### src/rtl/mem_arb_pkg.sv
// Shared types and default widths for the two-port memory arbiter.
// Grants the instruction-fetch or data requester one memory port at a time.
package mem_arb_pkg;

    localparam int unsigned ADDR_W = 16;
    localparam int unsigned DATA_W = 16;
    localparam int unsigned BE_W   = DATA_W / 8;

    typedef enum logic [1:0] {
        ARB_IDLE,
        ARB_IMEM,
        ARB_DMEM
    } arb_state_t;

    typedef enum logic {
        GRANT_I,
        GRANT_D
    } grant_t;

endpackage

### src/rtl/mem_arb_req_reg.sv
// Holds the granted request. A load captures a new request, and a synchronous
// clear zeroes every field.
module mem_arb_req_reg #(
    parameter int unsigned ADDR_W = 16,
    parameter int unsigned DATA_W = 16,
    parameter int unsigned BE_W   = 2
) (
    input  logic              clk_i,
    input  logic              clr_i,
    input  logic              load_i,
    input  logic              op_read_i,
    input  logic              op_write_i,
    input  logic [BE_W-1:0]   be_i,
    input  logic [ADDR_W-1:0] addr_i,
    input  logic [DATA_W-1:0] wdata_i,
    output logic              op_read_o,
    output logic              op_write_o,
    output logic [BE_W-1:0]   be_o,
    output logic [ADDR_W-1:0] addr_o,
    output logic [DATA_W-1:0] wdata_o
);

    logic              op_read_q, op_read_d;
    logic              op_write_q, op_write_d;
    logic [BE_W-1:0]   be_q, be_d;
    logic [ADDR_W-1:0] addr_q, addr_d;
    logic [DATA_W-1:0] wdata_q, wdata_d;

    always_comb begin
        op_read_d  = op_read_q;
        op_write_d = op_write_q;
        be_d       = be_q;
        addr_d     = addr_q;
        wdata_d    = wdata_q;
        if (load_i) begin
            op_read_d  = op_read_i;
            op_write_d = op_write_i;
            be_d       = be_i;
            addr_d     = addr_i;
            wdata_d    = wdata_i;
        end
    end

    always_ff @(posedge clk_i) begin
        if (clr_i) begin
            op_read_q  <= 1'b0;
            op_write_q <= 1'b0;
            be_q       <= '0;
            addr_q     <= '0;
            wdata_q    <= '0;
        end else begin
            op_read_q  <= op_read_d;
            op_write_q <= op_write_d;
            be_q       <= be_d;
            addr_q     <= addr_d;
            wdata_q    <= wdata_d;
        end
    end

    assign op_read_o  = op_read_q;
    assign op_write_o = op_write_q;
    assign be_o       = be_q;
    assign addr_o     = addr_q;
    assign wdata_o    = wdata_q;

endmodule

### src/rtl/mem_arbiter.sv
// Shares one memory port between the fetch and data requesters.
// The arbiter uses round-robin on ties, forwards the latched request, and routes the response.
module mem_arbiter #(
    parameter int unsigned ADDR_W = mem_arb_pkg::ADDR_W,
    parameter int unsigned DATA_W = mem_arb_pkg::DATA_W,
    parameter int unsigned BE_W   = mem_arb_pkg::BE_W
) (
    input  logic              clk,
    input  logic              rst,
    input  logic              i_read,
    input  logic [ADDR_W-1:0] i_address,
    output logic              i_resp,
    output logic [DATA_W-1:0] i_rdata,
    input  logic              d_read,
    input  logic              d_write,
    input  logic [BE_W-1:0]   d_byte_enable,
    input  logic [ADDR_W-1:0] d_address,
    input  logic [DATA_W-1:0] d_wdata,
    output logic              d_resp,
    output logic [DATA_W-1:0] d_rdata,
    output logic              mem_read,
    output logic              mem_write,
    output logic [BE_W-1:0]   mem_byte_enable,
    output logic [ADDR_W-1:0] mem_address,
    output logic [DATA_W-1:0] mem_wdata,
    input  logic              mem_resp,
    input  logic [DATA_W-1:0] mem_rdata
);

    import mem_arb_pkg::*;

    arb_state_t state_q, state_d;
    grant_t     last_grant_q, last_grant_d;

    logic              d_req, pick_i, pick_d, busy;
    logic              load;
    logic              ld_read, ld_write;
    logic [BE_W-1:0]   ld_be;
    logic [ADDR_W-1:0] ld_addr;
    logic [DATA_W-1:0] ld_wdata;
    logic              op_read, op_write;
    logic [BE_W-1:0]   op_be;
    logic [ADDR_W-1:0] op_addr;
    logic [DATA_W-1:0] op_wdata;

    assign d_req  = d_read | d_write;
    // On a tie, the port that was not granted last wins.
    assign pick_d = d_req && (!i_read || last_grant_q == GRANT_I);
    assign pick_i = i_read && (!d_req || last_grant_q == GRANT_D);

    always_comb begin
        state_d      = state_q;
        last_grant_d = last_grant_q;
        load         = 1'b0;
        ld_read      = 1'b0;
        ld_write     = 1'b0;
        ld_be        = '0;
        ld_addr      = '0;
        ld_wdata     = '0;
        unique case (state_q)
            ARB_IDLE: begin
                if (pick_d) begin
                    state_d      = ARB_DMEM;
                    last_grant_d = GRANT_D;
                    load         = 1'b1;
                    // A simultaneous read and write is treated as a write.
                    ld_read      = d_read & ~d_write;
                    ld_write     = d_write;
                    ld_be        = d_byte_enable;
                    ld_addr      = d_address;
                    ld_wdata     = d_wdata;
                end else if (pick_i) begin
                    state_d      = ARB_IMEM;
                    last_grant_d = GRANT_I;
                    load         = 1'b1;
                    ld_read      = 1'b1;
                    ld_be        = '1;
                    ld_addr      = i_address;
                end
            end
            ARB_IMEM, ARB_DMEM: begin
                if (mem_resp) begin
                    state_d = ARB_IDLE;
                end
            end
            default: state_d = ARB_IDLE;
        endcase
    end

    always_ff @(posedge clk) begin
        if (rst) begin
            state_q      <= ARB_IDLE;
            last_grant_q <= GRANT_I;
        end else begin
            state_q      <= state_d;
            last_grant_q <= last_grant_d;
        end
    end

    mem_arb_req_reg #(
        .ADDR_W (ADDR_W),
        .DATA_W (DATA_W),
        .BE_W   (BE_W)
    ) u_req_reg (
        .clk_i      (clk),
        .clr_i      (rst),
        .load_i     (load),
        .op_read_i  (ld_read),
        .op_write_i (ld_write),
        .be_i       (ld_be),
        .addr_i     (ld_addr),
        .wdata_i    (ld_wdata),
        .op_read_o  (op_read),
        .op_write_o (op_write),
        .be_o       (op_be),
        .addr_o     (op_addr),
        .wdata_o    (op_wdata)
    );

    assign busy            = (state_q != ARB_IDLE);
    assign mem_read        = busy & op_read;
    assign mem_write       = busy & op_write;
    assign mem_byte_enable = op_be;
    assign mem_address     = op_addr;
    assign mem_wdata       = op_wdata;

    assign i_resp  = (state_q == ARB_IMEM) & mem_resp;
    assign d_resp  = (state_q == ARB_DMEM) & mem_resp;
    assign i_rdata = mem_rdata;
    assign d_rdata = mem_rdata;

endmodule

### config.mk
export PLATFORM = sky130hd
export DESIGN_NAME = mem_arbiter
export DESIGN_NICKNAME = d
export VERILOG_FILES = /design/src/rtl/mem_arb_pkg.sv /design/src/rtl/mem_arb_req_reg.sv /design/src/rtl/mem_arbiter.sv
export SDC_FILE = /design/constraint.sdc
export NUM_CORES = 1
export LEC_CHECK = 0
export CORE_UTILIZATION = 35
export DETAILED_ROUTE_END_ITERATION = 7
export GPL_TIMING_DRIVEN = 1
export HOLD_SLACK_MARGIN = 0.1
export MAX_ROUTING_LAYER = met4
export PLACE_DENSITY = 0.87
export SYNTH_ARGS = -nofsm -noshare
export SYNTH_HDL_FRONTEND = slang
export SYNTH_SLANG_ARGS = --single-unit
export TNS_END_PERCENT = 100
### constraint.sdc
create_clock -name clk -period 1.7 [get_ports clk]
set_clock_uncertainty 0.15 [all_clocks]
set_input_delay 0.34 -clock clk [delete_from_list [all_inputs] [get_ports clk]]
set_output_delay 0.34 -clock clk [all_outputs]
set_load 0.01 [all_outputs]
After elaboration in Yosys (flattened, before gate mapping)
Index checks and enable logic that the tools add are counted.

Add/subtract/negate cells: 0. Multipliers: 0. Div/mod/pow operators: 0. $lt $le $gt $ge: 0. Equal/unequal tests: 4. Shifts and indexed selects: 0. Muxes and demuxes: 21. Bitwise operators: 8. Reductions and logical operators: 12.

Operator list (count): two-way mux 16 bit (5); two-way mux 2 bit (6); two-way mux 1 bit (9); AND 1 bit (5); case mux 2 bit (2 select lines) (1); AND reduction 2 bit (2); nonzero test 2 bit (2); inequality test 3 bit (second input constant) (1); == test 2 x 1 -> 1 bit (second input constant) (1); == test 2 bit (second input constant) (1); logical AND 1 bit (2); zero test 1 bit (2); zero test 2 bit (1); logical OR 1 bit (2); inequality test 2 bit (second input constant) (1); NOT 1 bit (2); OR reduction 2 bit (1); OR 1 bit (1).

Register bits: 39. Bits in latches: 0. RAM bits: 0. ROM bits: 0. Input port bits: 72. Output and inout bits: 70. Word-level logic and storage cells: 52. Memories kept: 0.

Logic depth before layout (Yosys ltp)
Gate-level depths: netlist of run 1.

Depth in word-level cells: 7. Mapped depth: 7. Mapped depth without buffers: 5.

Cells and area by module
Synthesis of run 1 repeated with hierarchy kept, for this count alone.

Cells, all modules: 219. Area, all modules: 2138.3 µm².

By module, submodules not included: mem_arb_req_reg (instances 1, cells each 116, area each 1306.3 µm², sequential area each 720.7 µm²); mem_arbiter (instances 1, cells each 103, area each 832.0 µm², sequential area each 60.1 µm²).

Worst setup path before layout of run 1
Ideal clock, no wire load.

Path kind: reg2reg. Start point: register state_q[0]. End point: register u_req_reg.wdata_q[12], in the netlist u_req_reg.wdata_o[12]. Library setup time: 0.128 ns. Arrival time: 1.224 ns. Data required time: 1.422 ns. Slack: 0.198 ns. Stages on the path, launching flop included: 7. Buffers on the path: 1. Clock period less this slack: 1.502 ns. Cells stage by stage: dfxtp_1 > inv_1 > ha_1 > a21boi_2 > buf_2 > a32oi_1 > nor2_1.

Word-level cells in the longest chain between the ends: 2. Elaborated cells between the ends (all ways): 3. Classes of those cells: mux (2); reduce/logical (1).

Ends and longest elaborated chain: from (decl) (RTL line mem_arbiter.sv:32) `arb_state_t state_q, state_d;`; from (signal assigned) (RTL line mem_arbiter.sv:95) `state_q <= state_d;`; zero test 2 bit (*) (RTL line mem_arbiter.sv:60) `unique case (state_q)`; two-way mux 16 bit / two-way mux 1 bit (equally long branches) (RTL line mem_arbiter.sv:60); to (signal assigned) (RTL line mem_arb_req_reg.sv:56) `wdata_q <= wdata_d;`; to (decl) (RTL line mem_arb_req_reg.sv:27) `logic [DATA_W-1:0] wdata_q, wdata_d;`.

Every way passes the cells marked *; elsewhere a longest branch is shown, timed or not. A chain may end at the register's enable or synchronous reset.

Final worst setup path of run 1
Start point: input port i_read. End point: register u_req_reg.addr_q[12], in the netlist u_req_reg.addr_o[12].

Word-level cells in the longest chain between the ends: 5. Elaborated cells between the ends (all ways): 10. Classes of those cells: mux (6); reduce/logical (4).

Ends and longest elaborated chain: from (decl) (RTL line mem_arbiter.sv:10) `input logic i_read,`; zero test 1 bit (RTL line mem_arbiter.sv:48) `assign pick_d = d_req && (!i_read || last_grant_q == GRANT_I);`; logical OR 1 bit (RTL line mem_arbiter.sv:48); logical AND 1 bit (RTL line mem_arbiter.sv:48); two-way mux 16 bit / two-way mux 1 bit (equally long branches) (RTL line mem_arbiter.sv:62) `if (pick_d) begin`; two-way mux 16 bit / two-way mux 1 bit (equally long branches) (RTL line mem_arbiter.sv:60); to (signal assigned) (RTL line mem_arb_req_reg.sv:55) `addr_q <= addr_d;`; to (decl) (RTL line mem_arb_req_reg.sv:26) `logic [ADDR_W-1:0] addr_q, addr_d;`.

Several ways; a longest one is shown, not always the timed one.

==> results of run 1 <==
## worst min path at each step
stage | startpoint | to | cells after the start
floorplan | state_q[0]$_SDFFE_PP0P_ | state_q[0]$_SDFFE_PP0P_ | 2
global placement | u_req_reg.wdata_o[1]$_SDFFE_PP0P_ | u_req_reg.wdata_o[1]$_SDFFE_PP0P_ | 2
detailed placement | u_req_reg.wdata_o[5]$_SDFFE_PP0P_ | u_req_reg.wdata_o[5]$_SDFFE_PP0P_ | 2
CTS | rst | last_grant_q$_SDFFE_PP0P_ | 2
global route | rst | u_req_reg.wdata_o[12]$_SDFFE_PP0P_ | 2
finish | rst | u_req_reg.wdata_o[14]$_SDFFE_PP0P_ | 2
## timing repair
action,CTS,global route
pin swaps,0,3
buffers inserted,0,2
gates cloned,0,3
gates resized for setup,26,28
setup endpoints to repair,11,39
## flip-flops by register name, indices dropped and copies added (netlist names)
| name | cells |
|---|---|
| u_req_reg.addr_o | 16 |
| u_req_reg.wdata_o | 16 |
| state_q | 2 |
| u_req_reg.be_o | 2 |
| last_grant_q | 1 |
| u_req_reg.op_read_o | 1 |
| u_req_reg.op_write_o | 1 |
## logic make-up (layout without fill, tap and decap cells)
kind of cell,after synthesis,in the layout,share of synthesized area
and+or+nand+nor,47,47,0.101
buffers and inverters,54,131,0.187
AOI/OAI and AO/OA,62,62,0.304
DFF,39,39,0.390
adders and majority gates,3,3,0.0187
## per-stage QoR
step / hold WS, ns / setup TNS, ns
after floorplan: 0.317 / 0
after global placement: 0.320 / -8.84
after detailed placement: 0.324 / -10.51
after CTS: 0.267 / -0.0139
after global routing: 0.291 / -0.115
final: 0.280 / 0
## area by class of cell
| class | instances | area, um2 |
|---|---|---|
| clock buffer | 5 | 68.8 |
| clock inverter | 3 | 20.0 |
| fill | 507 | 2340 |
| inverter | 4 | 15.0 |
| multi-input combinational | 112 | 911 |
| sequential | 39 | 783 |
| tap | 72 | 90.1 |
| timing repair buffer | 119 | 1280 |
## per-layer routing
metal  vias up  track usage  share of wire
met2        90        0.344           0.54
met5         -            -              0
met3         7       0.0588          0.084
met4         0       0.0453         0.0071
met1       876        0.195           0.37
li1        871            -              -
## power by group through the flow
stage | clock network, mW | logic [mW] | registers, mW
final | 0.616 | 1.36 | 1.14
after global routing | 0.678 | 1.47 | 1.16
after CTS | 0.640 | 1.24 | 1.14
after detailed placement | 0 | 1.23 | 1.16
after global placement | 0 | 1.19 | 1.16
after floorplan | 0 | 0.636 | 1.21
## cells in the final DEF (no fill, tap or decap), types with 2 or more instances in the layout
| cell | synthesis | layout |
|---|---|---|
| a211oi_2 | 14 | 16 |
| a21oi_1 | 2 | 2 |
| a22oi_1 | 2 | 2 |
| a311oi_1 | 2 | 2 |
| a32oi_1 | 32 | 32 |
| buf_12 | 0 | 6 |
| buf_2 | 5 | 4 |
| buf_4 | 38 | 12 |
| buf_6 | 3 | 7 |
| clkbuf_16 | 0 | 2 |
| clkbuf_8 | 0 | 5 |
| clkdlybuf4s50_1 | 0 | 72 |
| clkinvlp_4 | 0 | 2 |
| dfxtp_1 | 39 | 37 |
| dfxtp_2 | 0 | 2 |
| dlymetal6s2s_1 | 0 | 16 |
| ha_4 | 0 | 3 |
| inv_1 | 4 | 2 |
| inv_2 | 0 | 2 |
| nor2_1 | 37 | 37 |
| nor2b_1 | 3 | 2 |
| o21ai_0 | 2 | 2 |
==> flow_summary.yaml, run 1 <==
status:
  outcome: "completed"
global_route:
  grt.total_usage: 0.188
  grt_pass1_vias: 1775
  gr-total-overflow: 0
  grt_max_degree: 35
  grt_pass1_wl_um: 8680
  antenna_found_initial: 0
logic_synthesis:
  synth_cell_types: 27
  ys_warn_count: 0
  yosysMostFrequentCell: "dfxtp_1"
  syn_inst: 205
  synth-seq-area-share: 0.390
  synth_top_area_share: 0.390
  netlist_area_um2: 2000
  netlist_top_cells_area: "dfxtp_1 (39%), buf_4 (14%), a32oi_1 (14%), a211oi_2 (8.7%), nor2_1 (6.9%)"
  syn_avg_cell_area_um2: 9.78
  ys_top_cells_by_count: "dfxtp_1 (39), buf_4 (38), nor2_1 (37)"
  synth_nets: 280
  async_flop_share: 0
  synth_edf_count: 0
  synth.ff_latch_count: 39
  yosys.area.top_type: "dfxtp_1"
  synth_ff_type: "dfxtp_1"
setup_path:
  worstPathCellList: "clkdlybuf4s50_1, buf_6, o31a_1, buf_6, clkbuf_16, nor2_1, a211oi_2"
  cp.required_ns: 1.73
  end_kind: "flip-flop"
  crit_buf_inv: 4
  critPathLaunch: "i_read"
  ff2ff_path_depth: 8
  worstPathMaxFanout: 8
  arrival_ns: 1.71
  cp.depth: 7
  timing.rr.start: "state_q[1]$_SDFFE_PP0P_"
  critPathKind: "input pin to flip-flop"
  path_common_cell: "buf_6"
  critPathMaxStageDelay_ns: 0.41
  regToRegSetupSlack_ns: 0.08
  timing.rr.end: "u_req_reg.be_o[1]$_SDFFE_PP0P_"
  crit_path_end: "u_req_reg.addr_o[12]$_SDFFE_PP0P_"
  crit_family: "buffers and inverters"
  start_kind: "input pin"
  slowest_stage: "clkdlybuf4s50_1"
timing:
  slew_viol_final: 0
  tightest_slew_ns: 0.368
  hold_violations: 0
  rsz0062_at_grt: "true"
  period_minus_slack_ns: 1.68
  setup_viol: 0
  fmaxAchievable_ghz: 0.595
  slew_headroom: 0.755
  min_period_over_period: 0.989
  worst_slack_ns: 0.0194
finish:
  layout.nets: 356
  drive_gt1_frac: 0.248
  post_layout_nonfiller_instances: 354
  diodes: 0
  fin_util: 0.575
  fin_area_um2: 3170
  area_growth_pct: 58.1
place:
  gp_congestion: 0.778
  placed_cells: 341
  numPortBuffers: 93
  place_area_um2: 2890
  hpwl_um: 4010
  place_ws_ns: -0.327
hold_path:
  hp-class: "input pin to flip-flop"
floorplan:
  fp-row-count: 27
  coreArea_um2: 5510
  fp.dieW_um: 77.7
  die_h_um: 77.7
  initial_core_util: 0.364
  die_area_um2: 6030
  io_pins: 142
power_and_ir_drop:
  pwr-share-seq: 0.366
  switchingPower_mw: 1.01
  ir_drop_mv: 0.600
  intPower_mw: 2.11
  power.clock.fraction: 0.197
  switching_share: 0.322
  pwr_density_cell_nw_per_um2: 985
  power_mw: 3.12
  leakagePower_nw: 1.39
  p_comb_frac: 0.437
route:
  drt_wl_total_um: 5960
  drtAntennaViolNets: 0
  drt-vias-per-instance: 5.21
  first_pass_iters: 4
  via_count: 1844
  wire_per_inst_um: 16.8
  drc: 0
  first_iter_violations: 35
clocking:
  clk_pin_slew_worst_paths_ns: 0.08
  worstSkewPairLatency_ns: 0.29
  htreeDepth: 2
  cts_sinks: 39
  cts_made_buffers: 5
  root_buffer: "clkbuf_8"
  cts_max_path_buffers: 2
  cts_hold_buf: 0
  cts_tree: "built"
job:
  max_cap_viol_count: 0
No activity file was read; power rests on OpenSTA's default activity.
==> run 2, diff against run 1 <==
--- a/config.mk
+++ b/config.mk
@@ -10,8 +10,10 @@
 export GPL_TIMING_DRIVEN = 1
 export HOLD_SLACK_MARGIN = 0.1
 export MAX_ROUTING_LAYER = met4
-export PLACE_DENSITY = 0.87
+export PLACE_DENSITY = 0.85
+export SETUP_SLACK_MARGIN = 0.3
 export SYNTH_ARGS = -nofsm -noshare
 export SYNTH_HDL_FRONTEND = slang
+export SYNTH_HIERARCHICAL = 1
 export SYNTH_SLANG_ARGS = --single-unit
 export TNS_END_PERCENT = 100
==> constraint.sdc (replaced) <==
create_clock -name clk -period 2.1 [get_ports clk]
set_clock_uncertainty 0.15 [all_clocks]
set_input_delay 0.42 -clock clk [delete_from_list [all_inputs] [get_ports clk]]
set_output_delay 0.42 -clock clk [all_outputs]
set_load 0.01 [all_outputs]
==> run 2 against run 1 <==
  * Non-clock buffer count shrank 11
  * Via count is 6.9% lower
  * Register-to-register slack better by 0.25 ns
  * Die area rose by 6.5%
  * Utilization down 4.3 points
  * Global-route usage down 2.2 points
  * Count of clock-buffer cells in the layout rose by 1
  * Synthesized cell count increased by 6.8%
  * Critical path type is now flip-flop to flip-flop
  * Flip-flop and latch count is the same
==> flow_summary.yaml, run 2 <==
status:
  outcome: "completed"
setup_path:
  start_kind: "flip-flop"
  critPathKind: "flip-flop to flip-flop"
  arrival_ns: 1.79
  timing.rr.start: "state_q[0]$_SDFFE_PP0P_"
  regToRegSetupSlack_ns: 0.33
  end_kind: "flip-flop"
  cp.required_ns: 2.12
  worstPathMaxFanout: 4
  critPathLaunch: "state_q[0]$_SDFFE_PP0P_"
logic_synthesis:
  synth_top_family_by_area: "multiplexers"
  synth_cell_types: 30
  synth-xor-area-share: 0
  syn_inst: 219
  synth_ff_type: "dfxtp_1"
  synth_top_area_share: 0.365
  yosys.area.top_type: "dfxtp_1"
  synth_edf_count: 0
  synthMuxAreaShare: 0.173
  ys_top_cells_by_count: "dfxtp_1 (39), mux2i_1 (37), nor2_1 (37)"
  synth_nets: 294
  synth.ff_latch_count: 39
  syn_avg_cell_area_um2: 9.76
  async_flop_share: 0
  yosysMostFrequentCell: "dfxtp_1"
  synth-seq-area-share: 0.365
  ys_warn_count: 6
  netlist_area_um2: 2140
  netlist_top_cells_area: "dfxtp_1 (37%), mux2i_1 (17%), buf_4 (12%), a22o_1 (6.6%), nor2_1 (6.5%)"
  synthSimpleGateAreaFrac: 0.167
  synth_compound_area_frac: 0.104
  synthAdderAreaFrac: 0.0176
place:
  gp_congestion: 0.676
  numPortBuffers: 93
  hpwl_um: 3330
  place_area_um2: 2880
finish:
  regArea_um2: 783
  layout_common_cells: "clkdlybuf4s50_1 (83), nor2_1 (37), mux2i_1 (37), dfxtp_1 (37), and2_1 (18)"
  fin_util: 0.532
  diodes: 0
  drive_gt1_frac: 0.147
  fin_area_um2: 3150
  multi_input_area_um2: 1050
  final_common_cell: "clkdlybuf4s50_1"
  area_growth_pct: 47.3
  layout.nets: 366
  fillers: 540
floorplan:
  fp-row-count: 28
  initial_core_util: 0.361
  die_h_um: 80.2
  io_pins: 142
  coreArea_um2: 5920
  die_area_um2: 6430
  fp.dieW_um: 80.2
timing:
  min_period_over_period: 0.844
  fmaxAchievable_ghz: 0.564
  period_minus_slack_ns: 1.77
  slew_viol_final: 0
  hold_violations: 0
  setup_viol: 0
  slew_headroom: 0.676
  rsz0062_at_grt: "true"
  tightest_slew_ns: 0.485
  hold_slack_ns: 0.346
  setup_tns_ns: 0
power_and_ir_drop:
  intPower_mw: 1.89
  pwr_density_cell_nw_per_um2: 854
  switching_share: 0.298
  pwr-share-seq: 0.341
  power_mw: 2.69
  p_comb_frac: 0.419
  ir_drop_mv: 0.346
  power.clock.fraction: 0.240
  leakagePower_nw: 1.44
  switchingPower_mw: 0.801
route:
  first_pass_iters: 4
  drc: 0
  first_iter_violations: 70
  wire_per_inst_um: 13.9
  drt_wl_total_um: 5110
  via_count: 1717
  drt-vias-per-instance: 4.68
  drtAntennaViolNets: 0
global_route:
  met2_usage: 0.286
  grt_max_degree: 26
  antenna_found_initial: 0
  grt_pass1_vias: 1670
  gr-total-overflow: 0
  use_met3: 0.0455
  top_usage_layer: "met2"
  met1_usage: 0.183
  grt.total_usage: 0.166
  grt_pass1_wl_um: 7920
clocking:
  worstSkewPairLatency_ns: 0.29
  cts_sinks: 39
  root_buffer: "clkbuf_8"
  cts_hold_buf: 0
  clk_pin_slew_worst_paths_ns: 0.08
  cts_made_buffers: 5
  htreeDepth: 2
  cts_max_path_buffers: 2
  cts_tree: "built"
job:
  max_cap_viol_count: 0
hold_path:
  hp-class: "flip-flop to flip-flop"
  min_from: "u_req_reg/wdata_o[15]$_SDFFE_PP0P_"
-- run 2: stage by stage --
step	setup slack [ns]	std cells
after floorplan	0.448	219
after global placement	-0.188	350
after detailed placement	-0.223	350
after CTS	0.310	365
after global routing	0.251	367
final	0.328	367
-- run 2: final cells by class --
class                   count  area share
repair buffers            108       0.350
multi-input cells         135       0.332
flip-flops and latches     39       0.249
well taps                  75      0.0298
clock buffers               6      0.0262
clock inverters             2      0.0111
inverters                   2     0.00238
-- run 2: power groups by stage --
stage / combinational (mW) / clock, mW / sequential (mW)
global route: 1.22 / 0.703 / 0.932
global placement: 0.987 / 0 / 0.927
detailed placement: 1.01 / 0 / 0.929
CTS: 1.10 / 0.665 / 0.919
finish: 1.13 / 0.646 / 0.919
floorplan: 0.674 / 0 / 0.966
-- run 2: final timing paths --
| path | end | cells after the start |
|---|---|---|
| max reg2reg | u_req_reg/addr_o[3]$_SDFFE_PP0P_ | 9 |
| max | u_req_reg/addr_o[3]$_SDFFE_PP0P_ | 9 |
| min reg2reg | u_req_reg/wdata_o[15]$_SDFFE_PP0P_ | 2 |
| min | u_req_reg/wdata_o[15]$_SDFFE_PP0P_ | 2 |
-- run 2: cells by family (layout without fill, tap and decap cells) --
kind of cell,count (synthesis),in the layout
AND/OR/NAND/NOR,69,69
buffers and inverters,46,118
flip-flops,39,39
multiplexers,37,37
AO/OA/AOI/OAI,25,26
adder cells (fa/ha/maj),3,3
-- run 2: what timing repair did --
| action | CTS | global route |
|---|---|---|
| pin swaps | 2 | 2 |
| setup buffers | 6 | 1 |
| setup endpoints to repair | 40 | 37 |
| gates resized for setup | 29 | 6 |
| gates cloned | 1 | 1 |
-- run 2: layer usage --
| layer | up-vias | part of all wire |
|---|---|---|
| met3 | 13 | 0.060 |
| met1 | 797 | 0.40 |
| met5 | - | 0 |
| met4 | 0 | 0.021 |
| met2 | 63 | 0.52 |
| li1 | 844 | - |
-- run 2: critical path, stage by stage, from the launching register on --
cell	delay, ns
dfxtp_2	0.35
inv_2	0.06
ha_4	0.16
buf_6	0.12
o21ai_4	0.10
a21oi_4	0.06
buf_4	0.18
a22o_1	0.24
mux2i_1	0.18
nor2_1	0.06
==> patch 1 (flow settings as in run 1) <==
Make the reset (`rst`) asynchronous in one clocked block.
--- a/src/rtl/mem_arbiter.sv
+++ b/src/rtl/mem_arbiter.sv
@@ -88,5 +88,5 @@
     end
 
-    always_ff @(posedge clk) begin
+    always_ff @(posedge clk or posedge rst) begin
         if (rst) begin
             state_q      <= ARB_IDLE;
Function: differs if rst is asserted again (counterexample within 4 cycles, from zero or initial values and one cycle with rst high); with rst held inactive, the same outputs for 10 cycles.
==> patch 1 against run 1 <==
- register-to-register slack lost 0.02 ns
- largest cell class unchanged
- sequential cell count did not move
- the flow now finishes with violations (setup timing)
- critical endpoint is now i_resp
- highest routed layer unchanged
- critical path type is now reg2out
- synthesized cell count is 1.5% lower
- synthesized area fell by 2.6%
- power is 42% higher
- final area down 4.9%
- setup slack worse by 0.028 ns
- largest power group unchanged
- wire length decreased by 6.1%
==> patch 1: results <==
set metrics [dict create \
    power_leakage_nw 1.43 \
    clk_pin_slew_ns 0.08 \
    grt_util_met3 0.0405 \
    p_sw_w 0.00161 \
    met1_usage 0.231 \
    clock_path_buffers 2 \
    htree_levels 2 \
    drive_above_1_share 0.179 \
    slowest_delay_ns 0.38 \
    fillers 443 \
    critPathTopFamily "flip-flops" \
    grt_pass1_wl_um 8240 \
    synth_top_area_frac 0.369 \
    dpl.hpwl_um 3590 \
    clk_latency_ns 0.29 \
    place_inst 333 \
    place_congestion 0.716 \
    routed-via-count 1808 \
    ys.warnings.count 0 \
    seq_area_frac_synth 0.407 \
    setup_viol 1 \
    synth_cell_types 27 \
    grt_use_total 0.182 \
    pre_cts_slack_ns -0.338 \
    synth_nets 277 \
    max_slew_margin 0.732 \
    crit_arrival_ns 1.22 \
    cts_buffers 5 \
    setup_ws_ns -0.00873 \
    antenna_found_initial 0 \
    drt_iter0_markers 127 \
    grt_pass1_vias 1699 \
    io_buffers 93 \
    netlist_instances 202 \
    layout.cells.non_filler 350 \
    ir_worst_vdd_mv 0.755 \
    yosys-top-cells-area "dfxtp_1 37%, a32oi_1 14%, buf_4 14%, a21oi_1 4.1%, buf_6 4.0%" \
    run_status "finished with violations" \
    path_max_fanout 2 \
    synth_common_cells "36 x buf_4, 36 x dfxtp_1, 32 x a32oi_1, 21 x nor2_1, 16 x a21oi_1" \
    cpMaxStageDelayCell "dfrtp_1" \
    dr.pass1.iters 4 \
    grtUsageMet2 0.271 \
    violations "setup timing" \
    hold_path.class "reg2reg" \
    wire_per_inst_um 16.0 \
    tns_ns -0.00873 \
    clockRootBuffer "clkbuf_8" \
    num_antenna_cells 0 \
    grt_max_degree 36 \
    synth-async-reset-ratio 0.0769 \
]
patch 1: path summary, 6_finish.rpt:
| check | from | endpoint | slack (ns) | cells past startpoint |
|---|---|---|---|---|
| min in group asynchronous | rst | state_q[0] | 0.41 | 4 |
| max in group asynchronous | rst | last_grant_q | 0.90 | 4 |
| max reg2reg | state_q[0] | u_req_reg.wdata_o[2] | 0.06 | 7 |
| min | u_req_reg.wdata_o[9] | u_req_reg.wdata_o[9] | 0.33 | 2 |
| max | state_q[1] | i_resp | -0.009 | 5 |
| min reg2reg | u_req_reg.wdata_o[9] | u_req_reg.wdata_o[9] | 0.33 | 2 |
patch 1: stage by stage:
step,hold slack (ns),utilization,instance area [um^2]
2_1_floorplan,0.202,-,1950
3_3_place_gp,0.318,0.520,2720
3_5_place_dp,0.326,0.520,2720
4_1_cts,0.341,0.550,2880
5_1_grt,0.382,0.575,3010
6_report,0.334,0.575,3010
patch 1: logic make-up (layout without fill, tap and decap cells):
logic type / count (synthesis) / count (layout) / share of synthesized area
buf+inv: 52 / 129 / 0.198
simple gates: 32 / 32 / 0.0724
flops: 39 / 39 / 0.407
fa+ha+maj: 3 / 3 / 0.0192
compound gates: 76 / 77 / 0.303
patch 1: what timing repair did:
action	4_1_cts	5_1_grt
buffers inserted	6	3
gates resized for setup	26	29
endpoints found under the hold margin	0	0
pin swaps	2	2
endpoints found under the setup margin	25	59
gates cloned	0	1
hold buffers	0	0
patch 1: metal layers:
| metal | part of all wire | routed length, um | vias to the layer above |
|---|---|---|---|
| met5 | 0 | 0 | - |
| met4 | 0.022 | 122 | 0 |
| met3 | 0.060 | 336 | 15 |
| met2 | 0.49 | 2740 | 74 |
| met1 | 0.43 | 2400 | 849 |
| li1 | - | - | 870 |
patch 1: layout make-up:
class	count	area share
inverter	3	0.00374
tap	70	0.0291
multi-input combinational	112	0.270
clock buffer	8	0.0332
sequential	39	0.264
timing repair buffer	118	0.400
patch 1: tightest hold or removal path, cell delays in order (launching register included):
cell     delay [ns]
dfxtp_1        0.32
a32oi_1        0.05
nor2_1         0.07
patch 1: power groups by stage:
stage          clock, W  sequential [W]  combinational [W]
6_report       0.000686         0.00139            0.00236
5_1_grt        0.000745         0.00143            0.00253
4_1_cts        0.000699         0.00140            0.00220
3_5_place_dp          0         0.00140            0.00205
3_3_place_gp          0         0.00139            0.00200
2_1_floorplan         0         0.00150            0.00118
==> patch 2 (settings of run 1) <==
Without the edit above. `DATA_W` is set to 16 in 2 places; all go to 32.
--- a/src/rtl/mem_arb_pkg.sv
+++ b/src/rtl/mem_arb_pkg.sv
@@ -4,5 +4,5 @@
 
     localparam int unsigned ADDR_W = 16;
-    localparam int unsigned DATA_W = 16;
+    localparam int unsigned DATA_W = 32;
     localparam int unsigned BE_W   = DATA_W / 8;
 
--- a/src/rtl/mem_arb_req_reg.sv
+++ b/src/rtl/mem_arb_req_reg.sv
@@ -3,5 +3,5 @@
 module mem_arb_req_reg #(
     parameter int unsigned ADDR_W = 16,
-    parameter int unsigned DATA_W = 16,
+    parameter int unsigned DATA_W = 32,
     parameter int unsigned BE_W   = 2
 ) (
Interface: changed (7 resized); port bits go from 142 to 226. The function was not compared with the original's and may differ.
==> patch 2 against run 1 <==
- the flow now finishes with violations (setup timing)
- synthesized area up 42%
- sequential cell count increased by 18
- non-clock buffer count increased by 37
- final area rose by 28%
- clock power rose by 100%
- power increased by 36%
- setup slack worse by 0.030 ns
- cell count up 35%
- wire length up 44%
- critical endpoint is now d_resp
==> patch 2: results <==
set metrics [dict create \
    setup_ws_ns -0.0111 \
    syn_avg_cell_area_um2 9.62 \
    io_buffers 129 \
    hold_path.class "reg2reg" \
    place_congestion 0.747 \
    grt_max_degree 38 \
    power_leakage_nw 1.77 \
    drt_iter0_markers 62 \
    routed-via-count 2518 \
    place_inst 460 \
    synth_nets 405 \
    synth_compound_area_frac 0.264 \
    drive_above_1_share 0.170 \
    grt_pass1_wl_um 12700 \
    path_max_fanout 2 \
    hold_slack_ns 0.336 \
    grt_use_total 0.198 \
    yosys-top-cells-area "dfxtp_1 40%, buf_4 17%, a32oi_1 15%, buf_6 5.5%, nor2_1 4.5%" \
    run_status "finished with violations" \
    cpMaxStageDelayCell "dfxtp_2" \
    vias_per_cell 5.27 \
    cts_buffers 9 \
    dpl.hpwl_um 6110 \
    ir_worst_vdd_mv 0.557 \
    drt_wl_total_um 8560 \
    critPathTopFamily "flip-flops" \
    reg2reg_setup_slack_ns 0.13 \
    crit_arrival_ns 1.22 \
    htree_levels 3 \
    violations "setup timing" \
    max_slew_margin 0.808 \
    clk_latency_ns 0.32 \
    setup_viol 1 \
    synth_cell_types 28 \
    synth_adder_area_share 0.0132 \
]
[patch 2: cell types whose count changed after synthesis, moves of 14 or more]
cell and change:
a211oi_2 -14, buf_4 +28, a21oi_1 +17, dfxtp_1 +18, o21ai_1 +15, a32oi_1 +16
[patch 2: final cells by class]
type / count / area, um^2
clock buffers: 10 / 138
clock inverters: 5 / 56.3
fillers: 726 / 3750
inverters: 3 / 11.3
multi-input cells: 145 / 1040
flip-flops and latches: 57 / 1140
well taps: 102 / 128
repair buffers: 156 / 1540
[patch 2: what timing repair did]
item	CTS	global route
pin swaps	2	1
setup endpoints to repair	55	8
gates cloned	0	1
setup buffers	0	2
resized for setup	80	5
[patch 2: worst paths after layout]
path,start,endpoint,cells after the start
min reg2reg,u_req_reg.wdata_o[31],u_req_reg.wdata_o[31],2
max,state_q[0],d_resp,5
min,u_req_reg.wdata_o[31],u_req_reg.wdata_o[31],2
max reg2reg,state_q[0],u_req_reg.be_o[0],5
[patch 2: cells by family after synthesis]
kind of cell             count (synthesis)
flip-flops                              57
AND/OR/NAND/NOR                         46
adder cells (fa/ha/maj)                  3
buffers and inverters                   94
AO/OA/AOI/OAI                           96
[patch 2: report_power, final]
group	leakage (nW)	internal, W	switching [W]
clock network	0.0981	0.000705	0.000547
logic	1.20	0.000712	0.000642
registers	0.472	0.00152	0.000103
total	1.77	0.00294	0.00129
[patch 2: layer usage]
| metal | wire length, um | up-vias | part of all wire | track usage |
|---|---|---|---|---|
| met5 | 0 | - | 0 | - |
| met4 | 207 | 0 | 0.024 | 0.100 |
| met3 | 524 | 26 | 0.061 | 0.0448 |
| met2 | 4590 | 119 | 0.54 | 0.357 |
| met1 | 3240 | 1204 | 0.38 | 0.201 |
| li1 | - | 1169 | - | - |
